$ cat src/rtl/gol_if.sv
// Control/status bundle between the user-input logic (master) and the Game of Life core (slave).
// The core drives the cell grid and its generation counter and flags back to the master.
interface gol_if #(
    parameter int ROWS  = 16,
    parameter int COLS  = 16,
    parameter int GEN_W = 16
);
    localparam int RW = (ROWS > 1) ? $clog2(ROWS) : 1;
    localparam int CW = (COLS > 1) ? $clog2(COLS) : 1;

    logic                 edit_en;
    logic [RW-1:0]        edit_row;
    logic [CW-1:0]        edit_col;
    logic                 edit_val;
    logic                 run;
    logic                 step;
    logic                 clear;
    logic [ROWS*COLS-1:0] grid;
    logic [GEN_W-1:0]     generation;
    logic                 running;
    logic                 stable;
    logic                 extinct;

    modport master (
        output edit_en, edit_row, edit_col, edit_val, run, step, clear,
        input  grid, generation, running, stable, extinct
    );

    modport slave (
        input  edit_en, edit_row, edit_col, edit_val, run, step, clear,
        output grid, generation, running, stable, extinct
    );
endinterface

$ cat src/rtl/gol_engine.sv
// Conway Game of Life core: editable ROWS x COLS grid with step/run/pause/clear,
// optional toroidal wrap, generation counter and still-life/extinction halt.
module gol_engine #(
    parameter int ROWS     = 16,
    parameter int COLS     = 16,
    parameter bit WRAP     = 1'b0,
    parameter int TICK_DIV = 8,
    parameter int GEN_W    = 16
) (
    input  logic  clk,
    input  logic  reset_n,
    gol_if.slave  bus
);
    localparam int N  = ROWS * COLS;
    localparam int IW = (N > 1) ? $clog2(N) : 1;
    localparam int TW = (TICK_DIV > 1) ? $clog2(TICK_DIV) : 1;
    localparam logic [TW-1:0] TICK_LAST = TW'(TICK_DIV - 1);

    typedef enum logic [1:0] {S_EDIT, S_RUN, S_HALT} state_t;

    state_t           state_q, state_d;
    logic [N-1:0]     grid_q, grid_d;
    logic [GEN_W-1:0] gen_q, gen_d;
    logic [TW-1:0]    tick_q, tick_d;
    logic             stable_q, stable_d;
    logic             extinct_q, extinct_d;
    logic [N-1:0]     next_grid;
    logic             commit;

    // Off-grid neighbours either wrap around the torus or read as dead.
    function automatic logic cell_at(input logic [N-1:0] g, input int r, input int c);
        int rr;
        int cc;
        if (WRAP) begin
            rr = (r + ROWS) % ROWS;
            cc = (c + COLS) % COLS;
        end else begin
            if (r < 0 || r >= ROWS || c < 0 || c >= COLS) return 1'b0;
            rr = r;
            cc = c;
        end
        return g[IW'(rr * COLS + cc)];
    endfunction

    always_comb begin
        logic [3:0] n;
        logic       alive;
        next_grid = '0;
        for (int r = 0; r < ROWS; r++) begin
            for (int c = 0; c < COLS; c++) begin
                n = '0;
                for (int dr = -1; dr <= 1; dr++) begin
                    for (int dc = -1; dc <= 1; dc++) begin
                        if (dr != 0 || dc != 0) n = n + {3'b000, cell_at(grid_q, r + dr, c + dc)};
                    end
                end
                alive = grid_q[IW'(r * COLS + c)];
                next_grid[IW'(r * COLS + c)] = (n == 4'd3) || (alive && n == 4'd2);
            end
        end
    end

    always_comb begin
        // NOTE: every signal gets its hold value first so no path through this block can infer a latch.
        state_d   = state_q;
        grid_d    = grid_q;
        gen_d     = gen_q;
        tick_d    = tick_q;
        stable_d  = stable_q;
        extinct_d = extinct_q;
        commit    = 1'b0;

        if (bus.clear) begin
            state_d   = S_EDIT;
            grid_d    = '0;
            gen_d     = '0;
            tick_d    = '0;
            stable_d  = 1'b0;
            extinct_d = 1'b0;
        end else begin
            case (state_q)
                S_EDIT: begin
                    if (bus.edit_en && int'(bus.edit_row) < ROWS && int'(bus.edit_col) < COLS)
                        grid_d[IW'(int'(bus.edit_row) * COLS + int'(bus.edit_col))] = bus.edit_val;
                    if (bus.run) begin
                        state_d = S_RUN;
                        tick_d  = '0;
                    end else if (bus.step && !bus.edit_en) begin
                        commit = 1'b1;
                    end
                end
                S_RUN: begin
                    if (!bus.run) begin
                        state_d = S_EDIT;
                        tick_d  = '0;
                    end else if (tick_q == TICK_LAST) begin
                        commit = 1'b1;
                        tick_d = '0;
                    end else begin
                        tick_d = tick_q + 1'b1;
                    end
                end
                S_HALT: begin
                    if (!bus.run) state_d = S_EDIT;
                end
                default: state_d = S_EDIT;
            endcase
        end

        if (commit) begin
            grid_d    = next_grid;
            gen_d     = (gen_q == '1) ? gen_q : gen_q + 1'b1;
            stable_d  = (next_grid == grid_q);
            extinct_d = (next_grid == '0);
            if (state_q == S_RUN && (stable_d || extinct_d)) state_d = S_HALT;
        end
    end

    // NOTE: the grid is plain flops rather than RAM, so it resets asynchronously with the rest of the state.
    always_ff @(posedge clk or negedge reset_n) begin
        if (!reset_n) begin
            state_q   <= S_EDIT;
            grid_q    <= '0;
            gen_q     <= '0;
            tick_q    <= '0;
            stable_q  <= 1'b0;
            extinct_q <= 1'b0;
        end else begin
            state_q   <= state_d;
            grid_q    <= grid_d;
            gen_q     <= gen_d;
            tick_q    <= tick_d;
            stable_q  <= stable_d;
            extinct_q <= extinct_d;
        end
    end

    assign bus.grid       = grid_q;
    assign bus.generation = gen_q;
    assign bus.running    = (state_q == S_RUN);
    assign bus.stable     = stable_q;
    assign bus.extinct    = extinct_q;
endmodule
$ cat src/flat_wrapper.sv
// flat-port wrapper written by rule: the top's interface ports become plain ports
module gol_engine_flat 
#(
    parameter int ROWS     = 16,
    parameter int COLS     = 16,
    parameter bit WRAP     = 1'b0,
    parameter int TICK_DIV = 8,
    parameter int GEN_W    = 16
)
  (clk, reset_n, bus_edit_en, bus_edit_row, bus_edit_col, bus_edit_val, bus_run, bus_step, bus_clear, bus_grid, bus_generation, bus_running, bus_stable, bus_extinct);
  gol_if #(.ROWS(ROWS), .COLS(COLS), .GEN_W(GEN_W)) bus_i ();
  input  logic clk;
  input  logic reset_n;
  input wire logic [$bits(bus_i.edit_en)-1:0] bus_edit_en;
  input wire logic [$bits(bus_i.edit_row)-1:0] bus_edit_row;
  input wire logic [$bits(bus_i.edit_col)-1:0] bus_edit_col;
  input wire logic [$bits(bus_i.edit_val)-1:0] bus_edit_val;
  input wire logic [$bits(bus_i.run)-1:0] bus_run;
  input wire logic [$bits(bus_i.step)-1:0] bus_step;
  input wire logic [$bits(bus_i.clear)-1:0] bus_clear;
  output wire logic [$bits(bus_i.grid)-1:0] bus_grid;
  output wire logic [$bits(bus_i.generation)-1:0] bus_generation;
  output wire logic [$bits(bus_i.running)-1:0] bus_running;
  output wire logic [$bits(bus_i.stable)-1:0] bus_stable;
  output wire logic [$bits(bus_i.extinct)-1:0] bus_extinct;
  assign bus_i.edit_en = bus_edit_en;
  assign bus_i.edit_row = bus_edit_row;
  assign bus_i.edit_col = bus_edit_col;
  assign bus_i.edit_val = bus_edit_val;
  assign bus_i.run = bus_run;
  assign bus_i.step = bus_step;
  assign bus_i.clear = bus_clear;
  assign bus_grid = bus_i.grid;
  assign bus_generation = bus_i.generation;
  assign bus_running = bus_i.running;
  assign bus_stable = bus_i.stable;
  assign bus_extinct = bus_i.extinct;
  gol_engine #(.ROWS(ROWS), .COLS(COLS), .WRAP(WRAP), .TICK_DIV(TICK_DIV), .GEN_W(GEN_W)) u_core (.clk(clk), .reset_n(reset_n), .bus(bus_i));
endmodule
$ cat config.mk
export PLATFORM = sky130hd
export DESIGN_NAME = gol_engine_flat
export DESIGN_NICKNAME = d
export VERILOG_FILES = /design/src/rtl/gol_if.sv /design/src/rtl/gol_engine.sv /design/src/flat_wrapper.sv
export SDC_FILE = /design/constraint.sdc
export NUM_CORES = 1
export LEC_CHECK = 0
export CORE_ASPECT_RATIO = 1.4
export CORE_MARGIN = 2
export CORE_UTILIZATION = 25
export CTS_CLUSTER_SIZE = 16
export DETAILED_ROUTE_END_ITERATION = 16
export DONT_BUFFER_PORTS = 1
export PLACE_DENSITY = 0.4
export RECOVER_POWER = 25
export SYNTH_ARGS = -nofsm -noshare
export SYNTH_HDL_FRONTEND = slang
export SYNTH_SLANG_ARGS = --single-unit
$ cat constraint.sdc
create_clock -name clk -period 4.7 [get_ports clk]
set_input_delay 0.94 -clock clk [delete_from_list [all_inputs] [get_ports clk]]
set_output_delay 0.94 -clock clk [all_outputs]
set_load 0.02 [all_outputs]
==> results.cfg, run 1 <==
[floorplan]
rows = 154
die_x_um = 304
initial_core_util_pct = 25.1
ios = 290
die_area_um2 = 129000
die_h_um = 424
core_area_um2 = 126000

[timing]
period_needed_ns = 4.87
max_clock_freq_mhz = 205
fin_ws_ns = -0.170
skew_ns = 0.0359
worst_pin_slew_ns = 1.29
slew_viol_final = 0
finalCritPeriodShare_pct = 104
setup_viol = 3
hold_violations = 0
slew_headroom_pct = 13.1
fin_setup_tns_ns = -0.453
rsz0062_at_grt = yes

[synth]
synth-edff-count = 0
synthFlopType = dfrtp_1
yosysUniqueCellTypes = 72
syn_inst = 3441
seq_area_frac_synth_pct = 22.0
synth_fp_nets = 4158
ys_ff_latch = 278
ys_async_sr_fraction_pct = 100
synthTopCellsByArea = fa_1, dfrtp_1, ha_1
yosysWarnings = 0
synth_top_area_cell = fa_1
syn_area_per_cell_um2 = 9.17
synthesis.area_um2 = 31600
synth_top_area_share_pct = 24.8

[layout]
drive_gt1_share_pct = 19.1
final_util_pct = 31.5
most-common-layout-cells = inv_1, buf_4, fa_1
nNetsFinal = 4708
instances_no_fill = 5660
syn2layout_area_growth_pct = 25.5
layout_commonest_cell = inv_1

[run_status]
violations = negative setup slack
status = finished, violations left

[route]
vias = 28472
drt_iter0_drc = 1888
drc_errors = 0
final_antenna_net_count = 0
dr.pass1.iters = 10
via_per_inst = 5.03
wl_per_cell_um = 28.5
drt-total-wl_um = 161000

[global_route]
grt_max_degree = 279
overflow = 0
globalRouteTotalUtil_pct = 24.8
grt_pass1_vias = 29932
antenna_found_initial = 9
grt_pass1_wl_um = 227000

[critical_path]
cp_max_fo = 4
ff2ff_setup_slack_ns = -0.17
crit_chain = clkinvlp_4, buf_4, fa_1, fa_1, fa_1, inv_1, ha_1, fa_1, nand3b_1, nor3b_1, buf_4, a41oi_2, nand4_1, nor4_2, buf_4, and3_4, nand4_1, buf_6, nor3_4, a31o_2
reg2reg_depth = 20
worstPathRequired_ns = 5.19
worst_setup_path_start_kind = flip-flop
cpMostUsedCell = fa_1
cp_data_arrival_time_ns = 5.36
r2r_end = u_core.state_q[1]$_DFF_PN0_
worstSetupEndpointType = flip-flop
r2r_start = u_core.bus.grid[41]$_DFFE_PN0P_
slowest_delay_ns = 0.58
critPathSlowestCell = fa_1
critical_path_class = reg2reg

[placement]
io_buffers = 0
place_inst = 5577
place_hpwl_um = 133000
place_congestion = 0.990
pre_cts_slack_ns = -0.899

[clock_tree]
cts_sinks = 278
tritoncts = done
htree_levels = 2
numCtsBuffers = 38
cts_root_buffer = clkbuf_16
postCtsHoldBufs = 0
worstSkewPairLatency_ns = 0.62
clockBufferDepth = 3
path_clk_slew_ns = 0.06

[worst_hold_path]
hp-class = in2async

[run]
maxCapViolCount = 0
[critical path: cells and delay by family (launching register included)]
family / cells / cell delay [ns]
buf+inv: 6 / 0.80
compound gates: 2 / 0.24
simple gates: 7 / 1.05
flops: 1 / 0.39
fa+ha+maj: 5 / 2.29
[state kept, by name (all words and copies together), names as in the netlist]
signal	count
u_core.bus.generation	16
u_core.bus.stable	1
u_core.state_q	2
u_core.bus.grid	256
u_core.tick_q	3
[worst max path at each step]
stage,start,endpoint,slack [ns]
2_1_floorplan,u_core.bus.grid[27]$_DFFE_PN0P_,u_core.state_q[0]$_DFF_PN0_,0.007
3_3_place_gp,u_core.bus.grid[29]$_DFFE_PN0P_,u_core.state_q[0]$_DFF_PN0_,-0.85
3_5_place_dp,u_core.bus.grid[29]$_DFFE_PN0P_,u_core.state_q[0]$_DFF_PN0_,-0.90
4_1_cts,u_core.bus.grid[29]$_DFFE_PN0P_,u_core.state_q[1]$_DFF_PN0_,-0.40
5_1_grt,u_core.bus.grid[4]$_DFFE_PN0P_,u_core.state_q[0]$_DFF_PN0_,-0.44
6_report,u_core.bus.grid[41]$_DFFE_PN0P_,u_core.state_q[1]$_DFF_PN0_,-0.17
[cells in the mapped netlist (all sizes together), types with 20 or more instances]
master	count
inv	665
a31oi	25
o21ai	238
nand3	65
ha	311
nor3	50
nor3b	41
a32oi	21
dfrtp	278
nor2b	49
a21oi	212
a211oi	55
nor2	193
nor4b	20
nand4	40
clkbuf	75
fa	391
nand2b	53
nor4	54
nand2	139
and2	137
a22oi	23
[layout make-up]
| class | instances | area [um2] |
|---|---|---|
| fillers | 13406 | 86000 |
| multi-input cells | 2418 | 22200 |
| flip-flops and latches | 278 | 6970 |
| repair buffers | 590 | 4640 |
| inverters | 665 | 2510 |
| well taps | 1638 | 2050 |
| clock buffers | 50 | 1040 |
| clock inverters | 19 | 176 |
| diodes | 2 | 5.00 |
[routing by layer]
layer,global-route usage (%),wire [um],vias to the layer above
met5,0,72,-
met4,14.2,11700,12
met3,5.81,10900,283
met2,42.9,77200,905
met1,28.1,61200,14533
li1,-,-,12739
[kinds of logic after synthesis]
kind of cell | Yosys count | synth area share [%]
xor gates and xnor gates | 12 | 0.333
adders and majority gates | 702 | 37.1
muxes | 21 | 0.686
DFF | 278 | 22.0
other | 1 | 0.0119
AOI/OAI and AO/OA | 720 | 13.9
buffers and inverters | 745 | 8.87
and+or+nand+nor | 962 | 17.0
[metrics by stage]
| stage | instance area [um2] | hold WS (ns) |
|---|---|---|
| 2_1_floorplan | 31600 | 0.480 |
| 3_3_place_gp | 38000 | 0.505 |
| 3_5_place_dp | 38000 | 0.524 |
| 4_1_cts | 39300 | 0.0182 |
| 5_1_grt | 39600 | 0.0410 |
| 6_report | 39600 | 0.0805 |
[repair_timing]
item,4_1_cts,5_1_grt
setup endpoints to repair,3,3
pin swaps,7,26
setup buffers,2,10
gates resized for setup,13,67
Power of run 1 is left out: the tool's default activity adds up to more than one toggle a clock period on the data nets, which glitch-free logic cannot reach.
==> inputs of run 2 (changes only) <==
SLEW_MARGIN = 20   (was default)
==> results of run 2 <==
No change in the layout: final DEF, timing and power equal those of run 1.
Power of run 2 is left out for the same reason.
